### config.mk
export PLATFORM = sky130hd
export DESIGN_NAME = sipo_deserializer_flat
export DESIGN_NICKNAME = d
export VERILOG_FILES = /design/src/rtl/sipo_pkg.sv /design/src/rtl/sipo_deserializer_if.sv /design/src/rtl/sipo_bit_counter.sv /design/src/rtl/sipo_deserializer.sv /design/src/flat_wrapper.sv
export SDC_FILE = /design/constraint.sdc
export NUM_CORES = 1
export LEC_CHECK = 0
export CAP_MARGIN = 10
export CORE_AREA = 2 2 39 41
export CTS_CLUSTER_SIZE = 25
export DETAILED_ROUTE_END_ITERATION = 16
export DIE_AREA = 0 0 41 43
export GPL_TIMING_DRIVEN = 0
export PLACE_DENSITY = 0.68
export SYNTH_ARGS = -nofsm -noshare
export SYNTH_HDL_FRONTEND = slang
export SYNTH_HIERARCHICAL = 1
export SYNTH_SLANG_ARGS = --single-unit
### constraint.sdc
create_clock -name clk_i -period 1.57 [get_ports clk_i]
set_clock_uncertainty 0.1 [all_clocks]
set_input_delay 0.2355 -clock clk_i [delete_from_list [all_inputs] [get_ports clk_i]]
set_output_delay 0.2355 -clock clk_i [all_outputs]
set_load 0.01 [all_outputs]
### src/rtl/sipo_pkg.sv
// Shared types and helpers for the serial-in/parallel-out receiver.
package sipo_pkg;

  localparam int DEFAULT_WIDTH = 3;

  typedef enum logic {
    EMPTY = 1'b0,
    FULL  = 1'b1
  } out_state_t;

  function automatic int cnt_width(input int w);
    return $clog2(w);
  endfunction

endpackage

### src/rtl/sipo_deserializer_if.sv
// Serial input, parallel output handshake and status bundle of the receiver.
// Handshake: a word transfers on a posedge where po_valid && po_ready; po is held while po_valid && !po_ready.
interface sipo_deserializer_if
  import sipo_pkg::*;
#(
  parameter int WIDTH = DEFAULT_WIDTH,
  parameter int CNT_W = cnt_width(WIDTH)
) ();

  logic             si;
  logic             si_valid;
  logic             sync;
  logic [WIDTH-1:0] po;
  logic             po_valid;
  logic             po_ready;
  logic             overrun;
  logic [CNT_W-1:0] bit_cnt;

  modport master (
    output si, si_valid, sync, po_ready,
    input  po, po_valid, overrun, bit_cnt
  );

  modport slave (
    input  si, si_valid, sync, po_ready,
    output po, po_valid, overrun, bit_cnt
  );

endinterface

### src/rtl/sipo_bit_counter.sv
// Modulo-WIDTH bit counter; last_bit_o flags the edge that completes a word.
module sipo_bit_counter
  import sipo_pkg::*;
#(
  parameter int WIDTH = DEFAULT_WIDTH,
  parameter int CNT_W = cnt_width(WIDTH)
) (
  input  logic             clk_i,
  input  logic             rst_ni,
  input  logic             si_valid_i,
  input  logic             sync_i,
  output logic [CNT_W-1:0] bit_cnt_o,
  output logic             last_bit_o
);

  logic [CNT_W-1:0] cnt_q, cnt_d;

  // SYNC restarts the frame, so it can never be the completing edge.
  assign last_bit_o = si_valid_i && !sync_i && (cnt_q == CNT_W'(WIDTH - 1));
  assign bit_cnt_o  = cnt_q;

  always_comb begin
    cnt_d = cnt_q;
    if (sync_i) begin
      cnt_d = si_valid_i ? CNT_W'(1) : '0;
    end else if (si_valid_i) begin
      cnt_d = last_bit_o ? '0 : cnt_q + CNT_W'(1);
    end
  end

  always_ff @(posedge clk_i) begin
    if (!rst_ni) begin
      cnt_q <= '0;
    end else begin
      cnt_q <= cnt_d;
    end
  end

endmodule

### src/rtl/sipo_deserializer.sv
// LSB-first serial receiver: assembles WIDTH-bit words and presents them with valid/ready.
// A word completing while the held word is stalled is dropped and sets sticky overrun.
module sipo_deserializer
  import sipo_pkg::*;
#(
  parameter int WIDTH = DEFAULT_WIDTH
) (
  input  logic                 clk_i,
  input  logic                 rst_ni,
  sipo_deserializer_if.slave   bus,
  output out_state_t           state_o
);

  localparam int CNT_W = cnt_width(WIDTH);

  logic [WIDTH-1:0] sr_q, sr_d;
  logic [WIDTH-1:0] po_q, po_d;
  logic             overrun_q, overrun_d;
  out_state_t       state_q, state_d;
  logic             last_bit;
  logic [WIDTH-1:0] word;

  sipo_bit_counter #(
    .WIDTH (WIDTH),
    .CNT_W (CNT_W)
  ) u_bit_counter (
    .clk_i      (clk_i),
    .rst_ni     (rst_ni),
    .si_valid_i (bus.si_valid),
    .sync_i     (bus.sync),
    .bit_cnt_o  (bus.bit_cnt),
    .last_bit_o (last_bit)
  );

  // Stale bits left by SYNC are shifted out before the next completion.
  assign word = {bus.si, sr_q[WIDTH-1:1]};
  assign sr_d = bus.si_valid ? word : sr_q;

  always_comb begin
    state_d   = state_q;
    po_d      = po_q;
    overrun_d = overrun_q;
    unique case (state_q)
      EMPTY: begin
        if (last_bit) begin
          state_d = FULL;
          po_d    = word;
        end
      end
      FULL: begin
        if (last_bit) begin
          if (bus.po_ready) begin
            po_d = word;
          end else begin
            overrun_d = 1'b1;
          end
        end else if (bus.po_ready) begin
          state_d = EMPTY;
        end
      end
      default: state_d = EMPTY;
    endcase
  end

  always_ff @(posedge clk_i) begin
    if (!rst_ni) begin
      sr_q      <= '0;
      po_q      <= '0;
      overrun_q <= 1'b0;
      state_q   <= EMPTY;
    end else begin
      sr_q      <= sr_d;
      po_q      <= po_d;
      overrun_q <= overrun_d;
      state_q   <= state_d;
    end
  end

  assign bus.po       = po_q;
  assign bus.po_valid = (state_q == FULL);
  assign bus.overrun  = overrun_q;
  assign state_o      = state_q;

endmodule

### src/flat_wrapper.sv
// flat-port wrapper written by rule: the top's interface ports become plain ports
module sipo_deserializer_flat import sipo_pkg::*;
#(
  parameter int WIDTH = DEFAULT_WIDTH
)
  (clk_i, rst_ni, state_o, bus_si, bus_si_valid, bus_sync, bus_po_ready, bus_po, bus_po_valid, bus_overrun, bus_bit_cnt);
  sipo_deserializer_if #(.WIDTH(WIDTH)) bus_i ();
  input  logic clk_i;
  input  logic rst_ni;
  output out_state_t state_o;
  input wire logic [$bits(bus_i.si)-1:0] bus_si;
  input wire logic [$bits(bus_i.si_valid)-1:0] bus_si_valid;
  input wire logic [$bits(bus_i.sync)-1:0] bus_sync;
  input wire logic [$bits(bus_i.po_ready)-1:0] bus_po_ready;
  output wire logic [$bits(bus_i.po)-1:0] bus_po;
  output wire logic [$bits(bus_i.po_valid)-1:0] bus_po_valid;
  output wire logic [$bits(bus_i.overrun)-1:0] bus_overrun;
  output wire logic [$bits(bus_i.bit_cnt)-1:0] bus_bit_cnt;
  assign bus_i.si = bus_si;
  assign bus_i.si_valid = bus_si_valid;
  assign bus_i.sync = bus_sync;
  assign bus_i.po_ready = bus_po_ready;
  assign bus_po = bus_i.po;
  assign bus_po_valid = bus_i.po_valid;
  assign bus_overrun = bus_i.overrun;
  assign bus_bit_cnt = bus_i.bit_cnt;
  sipo_deserializer #(.WIDTH(WIDTH)) u_core (.clk_i(clk_i), .rst_ni(rst_ni), .bus(bus_i), .state_o(state_o));
endmodule
Word level (Yosys, flattened, before mapping)

Index checks and enable logic that the tools add are counted.

Memory bits (writable): 0
Logic and storage cells: 30
Bits of input ports: 6
Memories kept: 0
Bits in registers: 10
Latch bits: 0
Output and inout bits: 8
Memory bits (read-only): 0

Reduce and logical (&&, ||, !) cells: 6
Multiplexer cells: 12
Divide/modulo/power cells: 0
Bitwise gates (word level): 2
Multipliers: 0
Add/sub/neg operators: 1
Eq/ne operators: 4
Shifts and indexed selects: 0
Magnitude comparators: 0

Operators by type and width:

| operator                                     | number |
|---|---|
| 2-to-1 mux 3 bit                             | 3 |
| 2-to-1 mux 2 bit                             | 3 |
| != test 2 bit (second input constant)        | 3 |
| one-hot mux 3 bit (2 select lines)           | 1 |
| AND reduction 3 bit                          | 2 |
| 2-to-1 mux 1 bit                             | 4 |
| adder 2 x 1 -> 2 bit (second input constant) | 1 |
| == test 2 bit (second input constant)        | 1 |
| logical AND 1 bit                            | 2 |
| NOT 1 bit                                    | 2 |
| one-hot mux 1 bit (2 select lines)           | 1 |
| nonzero test 2 bit                           | 1 |
| logical NOT 1 bit                            | 1 |

Logic depth before layout (Yosys ltp)

Word-level depth: 6
Mapped depth: 3
Mapped depth without buffers: 3

Hierarchy

The synthesis kept the hierarchy.

Modules (own cells, without submodules):

| module            | times used | area each (µm²) | cells each |
|---|---|---|---|
| sipo_deserializer | 1          | 284.0           | 27 |
| sipo_bit_counter  | 1          | 111.4           | 11 |

Worst setup path before layout

OpenSTA, ideal clock, no wires.

Path type: register to register
From: register u_core.u_bit_counter.cnt_q[0], in the netlist u_core/u_bit_counter/bit_cnt_o[0]
To: register u_core.po_q[0], in the netlist u_core/bus.po[0]
Clock period less this slack: 1187 ps
Required time: 1398 ps
Stages on the path, launching flop included: 4
Slack: 383 ps
Setup time: 72 ps
Buffers on the path: 0
Arrival time: 1016 ps
Cell sequence: dfxtp_1 > and4bb_2 > nor2b_4 > mux2i_1

Longest elaborated chain between the ends: 4
Elaborated cells between the ends (all ways): 5
Those cells by class: eq/ne: 3; reduce/logical: 2

RTL lines:

| item                                     | line                    | text |
|---|---|---|
| start: declaration                       | sipo_bit_counter.sv:16  | `logic [CNT_W-1:0] cnt_q, cnt_d;` |
| start signal: assignment                 | sipo_bit_counter.sv:35  | `cnt_q <= cnt_d;` |
| == test 2 bit (*)                        | sipo_bit_counter.sv:19  | `assign last_bit_o = si_valid_i && !sync_i && (cnt_q == CNT_W'(WIDTH - 1));` |
| logical AND 1 bit (*)                    | sipo_bit_counter.sv:19  |  |
| net u_core.last_bit                      | sipo_deserializer.sv:20 | `logic last_bit;` |
| != test 2 bit (no source line)           | --                      |  |
| AND reduction 3 bit (no source line) (*) | --                      |  |
| end signal: assignment                   | sipo_deserializer.sv:73 | `po_q <= po_d;` |
| end: declaration                         | sipo_deserializer.sv:17 | `logic [WIDTH-1:0] po_q, po_d;` |

Mark *: on every way through the listed nets, which the timed path passes. The rest lies on a longest branch.
A chain may end at the register's enable or synchronous reset.

Final worst setup path

From: register u_core.u_bit_counter.cnt_q[0], in the netlist u_core/u_bit_counter/bit_cnt_o[0]
To: output port bus_bit_cnt[0]

RTL lines:

| item             | line               | text |
|---|---|---|
| end: declaration | flat_wrapper.sv:18 | `output wire logic [$bits(bus_i.bit_cnt)-1:0] bus_bit_cnt;` |

No word-level cell between the ends.

==> results.sh <==
export IMPL_syn_to_final_growth_pct=45.3
export IMPL_dpl_hpwl_um=504
export IMPL_finalSetupTns_ps=0
export IMPL_num_antenna_cells=0
export IMPL_finalPower_w=0.000463
export IMPL_hold_viol=0
export IMPL_fp_dieH_um=43
export IMPL_drt_iter0_drc=1
export IMPL_yosysSeqAreaShare_pct=45.6
export IMPL_synth_most_common_cell="dfxtp_1"
export IMPL_grt_max_degree=11
export IMPL_reg2reg_depth=3
export IMPL_fp_coreArea_um2=1380
export IMPL_critPathCaptureType="output port"
export IMPL_hp_class="register to register"
export IMPL_r2r_setup_slack_ps=350
export IMPL_post_drt_via_cell_ratio=4.37
export IMPL_ys_ff_latch=9
export IMPL_grt_pass1_wl_um=1020
export IMPL_r2r_end="u_core/bus.po[1]$_SDFFE_PN0P_"
export IMPL_drcViolationCount=0
export IMPL_hp_start="u_core/bus.po[0]$_SDFFE_PN0P_"
export IMPL_cts_htree_levels=1
export IMPL_fill_cells=141
export IMPL_fp_dieW_um=41
export IMPL_async_flop_share_pct=0
export IMPL_p_leak_nw=0.225
export IMPL_rows=14
export IMPL_drive_gt1_share_pct=21.8
export IMPL_crit_arrival_ps=1160
export IMPL_clk_pin_slew_ps=60
export IMPL_synth_main_ff_cell="dfxtp_1"
export IMPL_synth_distinct_cells=15
export IMPL_pwr_density_cell_nw_per_um2=805
export IMPL_clk_latency_ps=260
export IMPL_cp_slowest_cell="clkdlybuf4s50_1"
export IMPL_min_to="u_core/bus.po[0]$_SDFFE_PN0P_"
export IMPL_crit_path_max_incr_delay_ps=540
export IMPL_cts_tree="built"
export IMPL_critPathLaunchType="register"
export IMPL_cts_buffers=3
export IMPL_first_pass_iters=2
export IMPL_fmax_mhz=670
export IMPL_port_buffer_count=13
export IMPL_cts_root_buf="clkbuf_4"
export IMPL_synthTopCellsByArea="dfxtp_1, mux2i_1, nor2b_4"
export IMPL_die_area_um2=1760
export IMPL_setup_slack_ps=77.7
export IMPL_relSlewSlack_pct=81.1
export IMPL_synth_top_cell_area_share_pct=45.6
export IMPL_cap_violations=0
export IMPL_fin_util_pct=41.5
export IMPL_antenna_found_initial=0
export IMPL_start_util_pct=28.6
export IMPL_cts_sinks=9
export IMPL_clock_path_buffers=2
export IMPL_synth_nets=44
export IMPL_synth_top_cells_by_count="dfxtp_1, nand2_1, mux2i_1, nor2b_1"
export IMPL_dp_slack_ps=-189
export IMPL_wl_per_cell_um=9.82
export IMPL_worst_pin_slew_ps=283
export IMPL_fin_crit_ps=1490
export IMPL_reg2reg_from="u_core/u_bit_counter/bit_cnt_o[0]$_SDFFE_PN0P_"
export IMPL_synth_edf_count=0
export IMPL_syn_inst=38
export IMPL_hold_slack_ps=359
export IMPL_ios=14
export IMPL_grt_pass1_vias=268
export IMPL_drv_slew=0
export IMPL_vias=310
export IMPL_crit_buf_inv=1
export IMPL_critPathKind="register to output port"
export IMPL_ir_drop_v=0.000368
export IMPL_outcome="finished clean"
export IMPL_grt_setup_unrepaired="false"
export IMPL_syn_area_um2=395
export IMPL_grt_ovfl_total=0
export IMPL_gp_congestion=0.685
export IMPL_yosysWarningCount=6
export IMPL_setup_viol=0
export IMPL_crit_path_max_fanout=5
export IMPL_cts_setup_buffers=0
export IMPL_timing_final_crit_share_pct=95.1
export IMPL_cp_required_ps=1230
export IMPL_yosysTopAreaCell="dfxtp_1"
export IMPL_hold_depth=2
export IMPL_wl_um=697
export IMPL_drtAntennaViolNets=0
export IMPL_cpLargestDelayFamily="buffers and inverters"
export IMPL_grt_usage_pct=9.28
export IMPL_crit_chain="clkdlybuf4s50_1"
export IMPL_fin_nets=62
export IMPL_avgSynthCellArea_um2=10.4
==> cell usage in the layout (no fill, tap or decap) <==
cell type | synthesis | routed
and4bb_2 | 1 | 1
nand2_1 | 7 | 7
buf_2 | 1 | 1
nand2b_1 | 2 | 2
mux2i_1 | 5 | 5
dfxtp_2 | 0 | 1
dfxtp_1 | 9 | 8
inv_2 | 1 | 1
nor2b_1 | 3 | 3
dlymetal6s2s_1 | 0 | 1
o21ba_2 | 1 | 1
a21oi_1 | 2 | 2
nand3b_1 | 1 | 1
clkbuf_4 | 0 | 3
nor2b_4 | 2 | 2
clkbuf_1 | 0 | 1
o21a_1 | 1 | 1
clkdlybuf4s50_1 | 0 | 11
o32ai_2 | 1 | 1
buf_4 | 1 | 1
dlygate4sd2_1 | 0 | 1
==> registers in the layout, indices dropped and copies added, names as in the netlist <==
register	count
u_core/bus.overrun	1
u_core/bus.po_valid	1
u_core/bus.po	3
u_core/u_bit_counter/bit_cnt_o	2
u_core/sr_q	2
==> kinds of logic after synthesis <==
group | share of synthesized area (%)
AOI/OAI and AO/OA | 11.1
buffers and inverters | 4.11
DFF | 45.6
muxes | 12.7
and+or+nand+nor | 26.6
==> metrics by stage <==
stage	std cells	area (µm²)
2_1_floorplan	38	395
3_3_place_gp	67	546
3_5_place_dp	67	546
4_1_cts	71	571
5_1_grt	71	574
6_report	71	574
==> final cells by class <==
cell class              instances  area, µm²  area share (%)
multi-input cells              26        199            34.6
plain buffers                   2       12.5            2.18
flip-flops and latches          9        181            31.6
clock buffers                   4       26.3            4.58
well taps                      16       20.0            3.49
inverters                       1       3.75           0.654
repair buffers                 13        131            22.9
==> worst max-delay path by stage <==
stage,cells past startpoint,from,to
finish,1,u_core/u_bit_counter/bit_cnt_o[0]$_SDFFE_PN0P_,bus_bit_cnt[0]
global route,4,bus_si_valid,u_core/bus.po[1]$_SDFFE_PN0P_
CTS,1,u_core/u_bit_counter/bit_cnt_o[0]$_SDFFE_PN0P_,bus_bit_cnt[0]
detailed placement,4,bus_si_valid,u_core/bus.po[1]$_SDFFE_PN0P_
global placement,4,bus_si_valid,u_core/bus.po[0]$_SDFFE_PN0P_
floorplan,3,u_core/u_bit_counter/bit_cnt_o[0]$_SDFFE_PN0P_,u_core/bus.po[0]$_SDFFE_PN0P_
==> power by group <==
group          total (W)  switching [W]  internal (W)
logic          0.0000464      0.0000183     0.0000280
clock network   0.000178      0.0000799     0.0000979
registers       0.000238     0.00000438      0.000234
==> routing by layer <==
metal | GRT usage (%) | part of all wire [%] | up-vias
li1 | - | - | 163
met1 | 10.5 | 50 | 130
met2 | 12.2 | 37 | 14
met3 | 3.14 | 9.9 | 3
met4 | 10.0 | 3.2 | 0
met5 | 0 | 0 | -
==> timing repair <==
item / CTS / global route
resized for setup: 1 / 2
hold buffers: 0 / 0
setup endpoints to repair: 1 / 2
No activity file was read; power rests on OpenSTA's default activity.
